[src/rtl/acq_seq_pkg.sv]
// Shared types and sizing for the acquisition sequencer.
// Pure declarations: no logic, no latency, no flow control.
package acq_seq_pkg;

    localparam int NUM_CH  = 8;
    localparam int DELAY_W = 8;
    localparam int CH_W    = $clog2(NUM_CH);
    // One extra bit so "current index + 1" can point past the top channel.
    localparam int IDX_W   = CH_W + 1;

    typedef enum logic [2:0] {
        ST_IDLE    = 3'd0,
        ST_ARMED   = 3'd1,
        ST_DELAY   = 3'd2,
        ST_STOPPED = 3'd3,
        ST_READOUT = 3'd4
    } acq_state_t;

endpackage

[src/rtl/acq_sequencer_next_hit_finder.sv]
// Finds the lowest set bit of a hit vector at or above a start index.
// Purely combinational (zero latency), no flow control.
module next_hit_finder
    import acq_seq_pkg::*;
(
    input  logic [NUM_CH-1:0] hits,
    input  logic [IDX_W-1:0]  start,
    output logic [CH_W-1:0]   idx,
    output logic              found
);

    always_comb begin
        idx   = '0;
        found = 1'b0;
        // Walk downward so the lowest qualifying index is the last one written.
        for (int i = NUM_CH - 1; i >= 0; i--) begin
            if (hits[i] && (IDX_W'(i) >= start)) begin
                idx   = CH_W'(i);
                found = 1'b1;
            end
        end
    end

endmodule

[src/rtl/acq_sequencer.sv]
// Arms sampling, waits the trigger delay, strobes stop, then streams hit channel indices.
// Outputs registered (one edge after the cause); readout holds its beat while rd_ready is low.
module acq_sequencer
    import acq_seq_pkg::*;
(
    input  logic               iclk,
    input  logic               rst,
    input  logic               inst_rst,
    input  logic               inst_start,
    input  logic               inst_readout,
    input  logic               clk_enable,
    input  logic [NUM_CH-1:0]  trigger_channel_mask,
    input  logic [NUM_CH-1:0]  disc_polarity,
    input  logic [DELAY_W-1:0] trig_delay,
    input  logic [NUM_CH-1:0]  disc_in,
    input  logic               rd_ready,
    output logic               sampling,
    output logic               stop_pulse,
    output logic [NUM_CH-1:0]  hit_latched,
    output logic               rd_valid,
    output logic [2:0]         rd_channel,
    output logic               rd_last,
    output logic               busy
);

    acq_state_t         state_q, state_d;
    logic [DELAY_W-1:0] cnt_q, cnt_d;
    logic [NUM_CH-1:0]  hit_latched_q, hit_latched_d;
    logic [CH_W-1:0]    rd_channel_q, rd_channel_d;
    logic               rd_last_q, rd_last_d;
    logic               rd_valid_q, rd_valid_d;
    logic               sampling_q, sampling_d;
    logic               stop_pulse_q, stop_pulse_d;
    logic               busy_q, busy_d;

    logic [NUM_CH-1:0]  hit_mask;
    logic               trig;
    logic [IDX_W-1:0]   nxt_start, last_start;
    logic [CH_W-1:0]    nxt_idx, last_idx;
    logic               nxt_found, last_found;

    assign hit_mask = (disc_in ^ disc_polarity) & trigger_channel_mask;
    assign trig     = |hit_mask;

    // Entry scans from channel 0; during readout it scans from the channel after the current one.
    assign nxt_start  = (state_q == ST_READOUT) ? (IDX_W'(rd_channel_q) + IDX_W'(1)) : '0;
    assign last_start = IDX_W'(nxt_idx) + IDX_W'(1);

    next_hit_finder u_nxt (
        .hits  (hit_latched_q),
        .start (nxt_start),
        .idx   (nxt_idx),
        .found (nxt_found)
    );

    // Looks one beat further ahead so rd_last can be registered with the beat it describes.
    next_hit_finder u_last (
        .hits  (hit_latched_q),
        .start (last_start),
        .idx   (last_idx),
        .found (last_found)
    );

    always_comb begin
        state_d       = state_q;
        cnt_d         = cnt_q;
        hit_latched_d = hit_latched_q;
        rd_channel_d  = rd_channel_q;
        rd_last_d     = rd_last_q;

        if (inst_rst) begin
            state_d       = ST_IDLE;
            cnt_d         = '0;
            hit_latched_d = '0;
            rd_channel_d  = '0;
            rd_last_d     = 1'b0;
        end else begin
            case (state_q)
                ST_IDLE: begin
                    if (inst_start && clk_enable) state_d = ST_ARMED;
                end
                ST_ARMED: begin
                    if (!clk_enable) begin
                        state_d = ST_IDLE;
                    end else if (trig) begin
                        hit_latched_d = hit_mask;
                        if (trig_delay == '0) begin
                            state_d = ST_STOPPED;
                        end else begin
                            cnt_d   = trig_delay;
                            state_d = ST_DELAY;
                        end
                    end else if (inst_readout) begin
                        hit_latched_d = trigger_channel_mask;
                        state_d       = ST_STOPPED;
                    end
                end
                ST_DELAY: begin
                    cnt_d = cnt_q - DELAY_W'(1);
                    if (cnt_q == DELAY_W'(1)) state_d = ST_STOPPED;
                end
                ST_STOPPED: begin
                    if (inst_readout) begin
                        if (nxt_found) begin
                            state_d      = ST_READOUT;
                            rd_channel_d = nxt_idx;
                            rd_last_d    = !last_found;
                        end else begin
                            state_d = ST_IDLE;
                        end
                    end
                end
                ST_READOUT: begin
                    if (rd_ready) begin
                        if (nxt_found) begin
                            rd_channel_d = nxt_idx;
                            rd_last_d    = !last_found;
                        end else begin
                            state_d      = ST_IDLE;
                            rd_channel_d = '0;
                            rd_last_d    = 1'b0;
                        end
                    end
                end
                default: state_d = ST_IDLE;
            endcase
        end

        sampling_d   = (state_d == ST_ARMED) || (state_d == ST_DELAY);
        stop_pulse_d = (state_d == ST_STOPPED) && (state_q != ST_STOPPED);
        rd_valid_d   = (state_d == ST_READOUT);
        busy_d       = (state_d != ST_IDLE);
    end

    always_ff @(posedge iclk or posedge rst) begin
        if (rst) begin
            state_q       <= ST_IDLE;
            cnt_q         <= '0;
            hit_latched_q <= '0;
            rd_channel_q  <= '0;
            rd_last_q     <= 1'b0;
            rd_valid_q    <= 1'b0;
            sampling_q    <= 1'b0;
            stop_pulse_q  <= 1'b0;
            busy_q        <= 1'b0;
        end else begin
            state_q       <= state_d;
            cnt_q         <= cnt_d;
            hit_latched_q <= hit_latched_d;
            rd_channel_q  <= rd_channel_d;
            rd_last_q     <= rd_last_d;
            rd_valid_q    <= rd_valid_d;
            sampling_q    <= sampling_d;
            stop_pulse_q  <= stop_pulse_d;
            busy_q        <= busy_d;
        end
    end

    assign sampling    = sampling_q;
    assign stop_pulse  = stop_pulse_q;
    assign hit_latched = hit_latched_q;
    assign rd_valid    = rd_valid_q;
    assign rd_channel  = rd_channel_q;
    assign rd_last     = rd_last_q;
    assign busy        = busy_q;

endmodule

[config.mk]
export PLATFORM = sky130hd
export DESIGN_NAME = acq_sequencer
export DESIGN_NICKNAME = d
export VERILOG_FILES = /design/src/rtl/acq_seq_pkg.sv /design/src/rtl/acq_sequencer_next_hit_finder.sv /design/src/rtl/acq_sequencer.sv
export SDC_FILE = /design/constraint.sdc
export NUM_CORES = 1
export LEC_CHECK = 0
export CORE_MARGIN = 4
export CORE_UTILIZATION = 50
export CTS_BUF_LIST = sky130_fd_sc_hd__clkbuf_4 sky130_fd_sc_hd__clkbuf_8
export DETAILED_ROUTE_END_ITERATION = 8
export GPL_ROUTABILITY_DRIVEN = 0
export PLACE_DENSITY_LB_ADDON = 0.05
export SYNTH_ARGS = -nofsm -noshare
export SYNTH_HDL_FRONTEND = slang
export SYNTH_HIERARCHICAL = 1
export SYNTH_SLANG_ARGS = --single-unit
[constraint.sdc]
create_clock -name iclk -period 3.8 [get_ports iclk]
set_clock_uncertainty 0.2 [all_clocks]
set_input_delay 1.14 -clock iclk [delete_from_list [all_inputs] [get_ports iclk]]
set_output_delay 1.14 -clock iclk [all_outputs]
set_load 0.05 [all_outputs]
==> results of run 1 <==
registers in the layout (all words and copies together) (netlist names), 3 cells and up:
signal and count:
cnt_q 8, hit_latched 8, rd_channel 3, state_q 3
layer usage:
metal	track usage [%]	routed length (um)	share of wire (%)
met1	26.5	2210	47
met5	0	0	0
met3	4.17	318	6.7
met2	31.4	2200	46
met4	4.47	14	0.30
how the worst max path moves through the flow:
stage,slack (ps),start,depth (start not counted),end
after floorplan,480,rd_channel[0]$_DFFE_PP0P_,15,rd_last$_DFFE_PP0P_
after global placement,440,disc_in[7],7,busy$_DFF_PP0_
after detailed placement,420,disc_in[7],7,busy$_DFF_PP0_
after CTS,560,state_q[0]$_DFF_PP0_,14,rd_last$_DFFE_PP0P_
after global routing,200,state_q[0]$_DFF_PP0_,14,rd_last$_DFFE_PP0P_
final,550,state_q[0]$_DFF_PP0_,14,rd_last$_DFFE_PP0P_
worst register-to-register path: stages, from the launching register on:
cell,delay [ps]
dfrtp_1,490
nor2_1,160
nand2_1,140
nor2_1,340
nor2_1,120
a211o_1,310
a21oi_1,240
ha_1,210
xor2_1,280
nand3_2,110
a21oi_1,160
a2bb2oi_1,190
nand2b_1,70
inv_1,50
a22o_1,110
power breakdown:
group / switching, W / leakage [nW] / internal [W]
Sequential: 0.00000967 / 0.373 / 0.000296
Combinational: 0.0000807 / 0.679 / 0.0000808
Clock: 0.0000908 / 0.0262 / 0.0000824
stage by stage:
stage / hold slack, ps / instance area [sq um]
6_report: 307 / 2570
3_3_place_gp: 291 / 2520
4_1_cts: 316 / 2570
5_1_grt: 321 / 2570
2_1_floorplan: 303 / 1940
3_5_place_dp: 294 / 2520
area by class of cell:
class	count	area, sq um	share of cell area, %
Clock buffer	4	48.8	1.90
Inverter	13	48.8	1.90
Multi-Input combinational cell	173	1150	44.8
Sequential cell	27	676	26.3
Tap cell	48	60.1	2.33
Timing Repair Buffer	60	586	22.8
==> run metrics, run 1 <==
outcome=completed; Avg Synthesized Cell Area=8.83 sq um; drt drc=0; # IOs=55; # port buffers=54; final-report hold violation count=0; die width=70.3 um; Slew Limit Headroom=a little over half; HP Start=rd_last$_DFFE_PP0P_; row count=22; Via density=5.79; Setup Crit Path Kind=flop to flop; Overflow after GRT=0; VDD IR max=0.205 mV; power consumption=0.000640 W; CP max FO=10; unrepaired setup endpoints after global routing=false; cell at the slowest stage of the critical path=dfrtp_1; # Max-Cap Violations=0; worst r2r src=state_q[0]$_DFF_PP0_; Pleak=around 1.1 nW; vias=between 1500 and 2000; Non-Filler Instances=325; Post-Syn Nets=263; global-route wire length before repair=8.11 mm; startpoint types=flop; H-tree depth=1; n_diodes=0; core area=between 3000 and 4000 sq um; Detailed Routing Iterations Pass 1=4; CTS Hold Bufs=0; Final Core Density=just under 70%; R2R setup slack=550 ps; largest net degree at the start of global routing=28; dpl ws=416 ps; First DRT Iteration DRCs=171; Worst R2R Path Depth=14; Slew @ Worst Pin=683 ps; Post-Route WL=4.73 mm; Clk pin slew, worst setup/hold paths=90 ps; Tcrit/Tclk final=85.6%; Filler cells=315; cell family with most CP delay=compound AO/OA/AOI/OAI gates; setup_tns=0 ps; worst hold path stage count=1; crit-path cells=nor2_1 > nand2_1 > nor2_1 > nor2_1 > a211o_1 > a21oi_1 > ha_1 > xor2_1 > nand3_2 > a21oi_1 > a2bb2oi_1 > nand2b_1 > inv_1 > a22o_1; CTS tree=yes; most common cell after layout, fill and taps aside=clkdlybuf4s50_1; worst path buffer plus inverter count=1; CTS Sinks=27; worst path required time=3820 ps; Nets=321; number of setup buffers added after CTS=0; Final min period=3250 ps; CTS Buf Count=3; share of cells above drive strength 1=7.94%; WL/cell=14.6 um; placed cell count=~320; Ys Warns=6; Final Setup Violations=0; crit-path max cell delay=between 400 and 500 ps; Mapped Cells=220; Post-DP HPWL=3.67 mm; initial antenna violation count=0; WHS Endpoint=rd_last$_DFFE_PP0P_; Slew Viols, Final=0; post-synthesis to final-layout area growth=32.5%; CTS Buffer Depth=2; number of global-route vias before repair=approximately 1800; most frequent cells in the layout=54 x clkdlybuf4s50_1, 27 x dfrtp_1, 26 x a21oi_1, 22 x nor2_1, 14 x nand2b_1; CTS root buffer=clkbuf_8; post-route setup slack=548 ps; Skew-Pair Late Insertion Delay=270 ps; Crit path arrival time=3270 ps; Die H=70.3 um; Antenna Nets Post-Route=0; mapped cell area=1940 sq um; crit path capture type=flop; Tot GR Track Use=19.4%; power per cell area=249 nW/um^2; maximum clock frequency=307 MHz; die area=4940 sq um; Initial Util=between 50% and 60%; post_cts resized=0; Top cell by count, worst path=nor2_1; Hold WC Path Type=flop to flop; reg-to-reg endpoint=rd_last$_DFFE_PP0P_
(Power assumes the default switching activity.)
==> run 2: changes to the inputs <==
--- a/config.mk
+++ b/config.mk
@@ -5,7 +5,6 @@
 export SDC_FILE = /design/constraint.sdc
 export NUM_CORES = 1
 export LEC_CHECK = 0
-export CORE_MARGIN = 4
 export CORE_UTILIZATION = 50
 export CTS_BUF_LIST = sky130_fd_sc_hd__clkbuf_4 sky130_fd_sc_hd__clkbuf_8
 export DETAILED_ROUTE_END_ITERATION = 8
==> run metrics, run 2 (same netlist as run 1, synthesis figures left out) <==
outcome=completed; # IOs=between 50 and 60; CTS Hold Bufs=0; R2R setup slack=a little under 600 ps; largest net degree at the start of global routing=28; Pleak=roughly 1.1 nW; unrepaired setup endpoints after global routing=false; internal power=0.000450 W; Final min period=3210 ps; Final Setup Violations=0; vias=1890; die area=4140 sq um; Slew @ Worst Pin=685 ps; CP max FO=10; Tcrit/Tclk final=84.4%; VDD IR max=approximately 0.15 mV; Post-Route WL=4.62 mm; Detailed Routing Iterations Pass 1=4; power per cell area=249 nW/um^2; initial antenna violation count=0; # Max-Cap Violations=0; drt drc=0; Tot GR Track Use=approximately a quarter; CTS root buffer=clkbuf_8; Crit path arrival time=3230 ps; number of global-route vias before repair=1702; startpoint types=flop; HP Start=rd_last$_DFFE_PP0P_; global-route wire length before repair=7.65 mm; final-report hold violation count=0; # port buffers=54; crit path capture type=flop; Non-Filler Instances=roughly 320; Slew Viols, Final=0; Clk pin slew, worst setup/hold paths=100 ps; worst path required time=3820 ps; P_sw=0.000188 W; Antenna Nets Post-Route=0; WL/cell=14.3 um; most common cell after layout, fill and taps aside=clkdlybuf4s50_1; post_cts resized=0; Slew Limit Headroom=53.7%; CTS Buf Count=3; CTS Buffer Depth=2; Switching Fraction=roughly 30%; number of setup buffers added after CTS=0; H-tree depth=1; share of cells above drive strength 1=under 10%; setup_tns=0 ps; Logic pwr share=25.2%; Post-DP HPWL=3.47 mm; n_diodes=0; die width=64.3 um; Via density=5.83; maximum clock frequency=312 MHz; Skew-Pair Late Insertion Delay=roughly 280 ps; CTS Sinks=27; Initial Util=about 53%; Nets=320; Clock Power Share=26.9%; Overflow after GRT=0; Worst Setup SP=state_q[0]$_DFF_PP0_; worst r2r src=state_q[0]$_DFF_PP0_; CTS tree=yes; Setup Crit Path Kind=flop to flop; First DRT Iteration DRCs=117; placed cell count=320; core area=3690 sq um; row count=22; Hold WC Path Type=flop to flop; Die H=around 64 um; most frequent cells in the layout=54 x clkdlybuf4s50_1, 27 x dfrtp_1, 26 x a21oi_1, 22 x nor2_1, 14 x nand2b_1; post-synthesis to final-layout area growth=32.0%; part of the power in registers=47.9%; Filler cells=320
==> run 2: changes by cell type in the layout (fill, tap and decap cells not counted), sizes merged <==
cell | before | now
buf | 6 | 5
clkbuf | 4 | 3
clkinv | 0 | 1
==> run 2: per-layer routing <==
| layer | routed length [um] | vias to the layer above | global-route usage [%] |
|---|---|---|---|
| met2 | 2060 | 50 | 37.5 |
| met4 | 53 | 0 | 6.67 |
| met5 | 0 | - | 0 |
| met1 | 2290 | 898 | 33.4 |
| li1 | - | 937 | - |
| met3 | 208 | 5 | 2.68 |
==> run 2: critical path: stages, from the launching register on <==
cell	delay, ps
dfrtp_1	500
nor2_1	170
nand2_1	140
nor2_1	350
nor2_1	120
a211o_1	300
a21oi_1	230
ha_1	210
xor2_1	250
nand3_2	100
a21oi_1	150
a2bb2oi_1	200
nand2b_1	70
inv_1	50
a22o_1	110
==> run 2: stage by stage <==
stage | util, % | setup slack (ps) | cell area [sq um] | hold WS (ps) | total power, W
finish | 69.5 | 594 | 2560 | 311 | 0.000638
global route | 69.5 | 207 | 2560 | 356 | 0.000669
CTS | 69.5 | 573 | 2560 | 316 | 0.000638
detailed placement | 68.2 | 433 | 2520 | 294 | 0.000472
global placement | 68.2 | 458 | 2520 | 292 | 0.000469
floorplan | - | 482 | 1940 | 303 | 0.000405
==> run 2: worst paths after layout <==
kind / depth (start not counted) / endpoint
min reg2reg: 1 / rd_last$_DFFE_PP0P_
min: 1 / rd_last$_DFFE_PP0P_
max: 14 / rd_last$_DFFE_PP0P_
max reg2reg: 14 / rd_last$_DFFE_PP0P_
min in group asynchronous: 3 / rd_channel[2]$_DFFE_PP0P_
max in group asynchronous: 3 / cnt_q[6]$_DFFE_PP0P_
==> run 2: final cells by class <==
class                   count  area (sq um)  share of cell area, %
well taps                  48          60.1                   2.34
clock buffers               3          41.3                   1.61
flip-flops and latches     27           676                   26.4
repair buffers             59           578                   22.6
inverters                  13          48.8                   1.90
multi-input cells         173          1150                   45.0
clock inverters             1          5.00                  0.195
==> run 2: power groups by stage <==
| stage | Clock [W] | Combinational (W) | Sequential (W) |
|---|---|---|---|
| after floorplan | 0 | 0.0000856 | 0.000319 |
| after global placement | 0 | 0.000158 | 0.000311 |
| after detailed placement | 0 | 0.000161 | 0.000311 |
| after CTS | 0.000172 | 0.000161 | 0.000306 |
| after global routing | 0.000186 | 0.000176 | 0.000307 |
| final | 0.000172 | 0.000161 | 0.000306 |
==> run 3: changes to the inputs <==
==> constraint.sdc (replaced) <==
create_clock -name iclk -period 3.05 [get_ports iclk]
set_clock_uncertainty 0.2 [all_clocks]
set_input_delay 0.915 -clock iclk [delete_from_list [all_inputs] [get_ports iclk]]
set_output_delay 0.915 -clock iclk [all_outputs]
set_load 0.05 [all_outputs]
==> run metrics, run 3 (same netlist as run 1, synthesis figures left out) <==
most frequent cells in the layout=54 x clkdlybuf4s50_1, 25 x dfrtp_1, 24 x a21oi_1, 23 x buf_4, 18 x nor2_1; First DRT Iteration DRCs=between 100 and 150; Final min period=2930 ps; post-synthesis to final-layout area growth=44.7%; H-tree depth=1; CTS Buffer Depth=2; Setup Crit Path Kind=flop to flop; outcome=completed; drt drc=0; Overflow after GRT=0; Initial Util=52.6%; Crit path arrival time=just under 3000 ps; Tot GR Track Use=between 20% and 30%; CTS Hold Bufs=0; largest net degree at the start of global routing=28; met3 Use GR=2.68%; CTS root buffer=clkbuf_8; cell area after layout=2810 sq um; Final Setup Violations=0; grt peak-use layer=met2; most common cell after layout, fill and taps aside=clkdlybuf4s50_1; final-report hold violation count=0; Slew @ Worst Pin=about 550 ps; number of global-route vias before repair=1809; crit path capture type=flop; # Max-Cap Violations=0; Post-DP HPWL=approximately 3.7 mm; CTS Sinks=27; Pleak=1.17 nW; M1 GR Usage=33.7%; startpoint types=flop; power per cell area=just under 300 nW/um^2; Tcrit/Tclk final=a little over nine tenths; Skew-Pair Late Insertion Delay=between 200 and 300 ps; die width=64.3 um; VDD IR max=0.166 mV; maximum clock frequency=341 MHz; core area=3690 sq um; worst hold slack=around 320 ps; grt met2 use=42.6%; Nets=340; n_diodes=0; global-route wire length before repair=8.14 mm; Filler cells=between 200 and 300; worst path required time=a little over 3000 ps; Die H=64.3 um; CTS Buf Count=3; Slew Limit Headroom=63.5%; Post-Route WL=5.02 mm; row count=22; die area=a little over 4000 sq um; Hold WC Path Type=flop to flop; Slew Viols, Final=0; vias=roughly 2000; Clk pin slew, worst setup/hold paths=around 90 ps; initial antenna violation count=0; # IOs=55; unrepaired setup endpoints after global routing=false; Via density=5.71; CTS tree=yes; DP Area=2660 sq um; Detailed Routing Iterations Pass 1=4; Antenna Nets Post-Route=0; share of cells above drive strength 1=19.3%; WL/cell=14.6 um; CP max FO=5; # port buffers=54
## run 3: critical path, stage by stage, from the launching register on
cell and delay, ps:
dfrtp_2 420, ha_2 200, xnor2_2 190, nor2_4 70, buf_12 130, nand3_2 70
a21oi_1 100, a211o_1 300, a21oi_2 200, ha_4 150, xor2_1 200, nand3_2 90
a21oi_1 160, a2bb2oi_1 180, nand2b_1 70, inv_1 50, a22o_1 110
## run 3: layer usage
layer,vias up,wire (um)
met2,48,2490
met3,3,163
met4,0,25
met1,936,2340
met5,-,0
li1,976,-
## run 3: layout make-up
type	instances	area (sq um)	area share (%)
multi-input combinational	173	1240	44.1
timing repair buffer	79	738	26.3
sequential	27	678	24.1
tap	48	60.1	2.14
inverter	13	48.8	1.74
clock buffer	3	41.3	1.47
clock inverter	1	5.00	0.178
## run 3: path summary, 6_finish.rpt
| check | start | endpoint | slack, ps | depth (start not counted) |
|---|---|---|---|---|
| hold reg to reg | rd_last$_DFFE_PP0P_ | rd_last$_DFFE_PP0P_ | 320 | 1 |
| hold / removal | rd_last$_DFFE_PP0P_ | rd_last$_DFFE_PP0P_ | 320 | 1 |
| min in group asynchronous | rst | cnt_q[1]$_DFFE_PP0P_ | 810 | 3 |
| max in group asynchronous | rst | rd_channel[0]$_DFFE_PP0P_ | 1550 | 3 |
| setup / recovery | rd_channel[1]$_DFFE_PP0P_ | rd_last$_DFFE_PP0P_ | 120 | 16 |
| setup reg to reg | rd_channel[1]$_DFFE_PP0P_ | rd_last$_DFFE_PP0P_ | 120 | 16 |
## run 3: repair_timing
action                                  CTS  global route
endpoints found under the setup margin    1             8
buffers inserted                          0             4
pin swaps                                 0             4
resized for setup                         2            15
cloned                                    0             0
## run 3: report_power, final
part | switching (W) | internal [W]
clock network | 0.000123 | 0.0000920
logic | 0.000108 | 0.000116
registers | 0.0000103 | 0.000369
total | 0.000241 | 0.000576
## run 3: stage by stage
stage	cells	utilization, %	power, W	setup TNS [ps]	worst slack, ps
after floorplan	220	-	0.000507	0	7.66
after global placement	336	72.1	0.000603	-657	-76.3
after detailed placement	336	72.1	0.000606	-1300	-158
after CTS	340	73.5	0.000817	0	30.5
after global routing	344	76.2	0.000856	0	0.755
final	344	76.2	0.000817	0	118
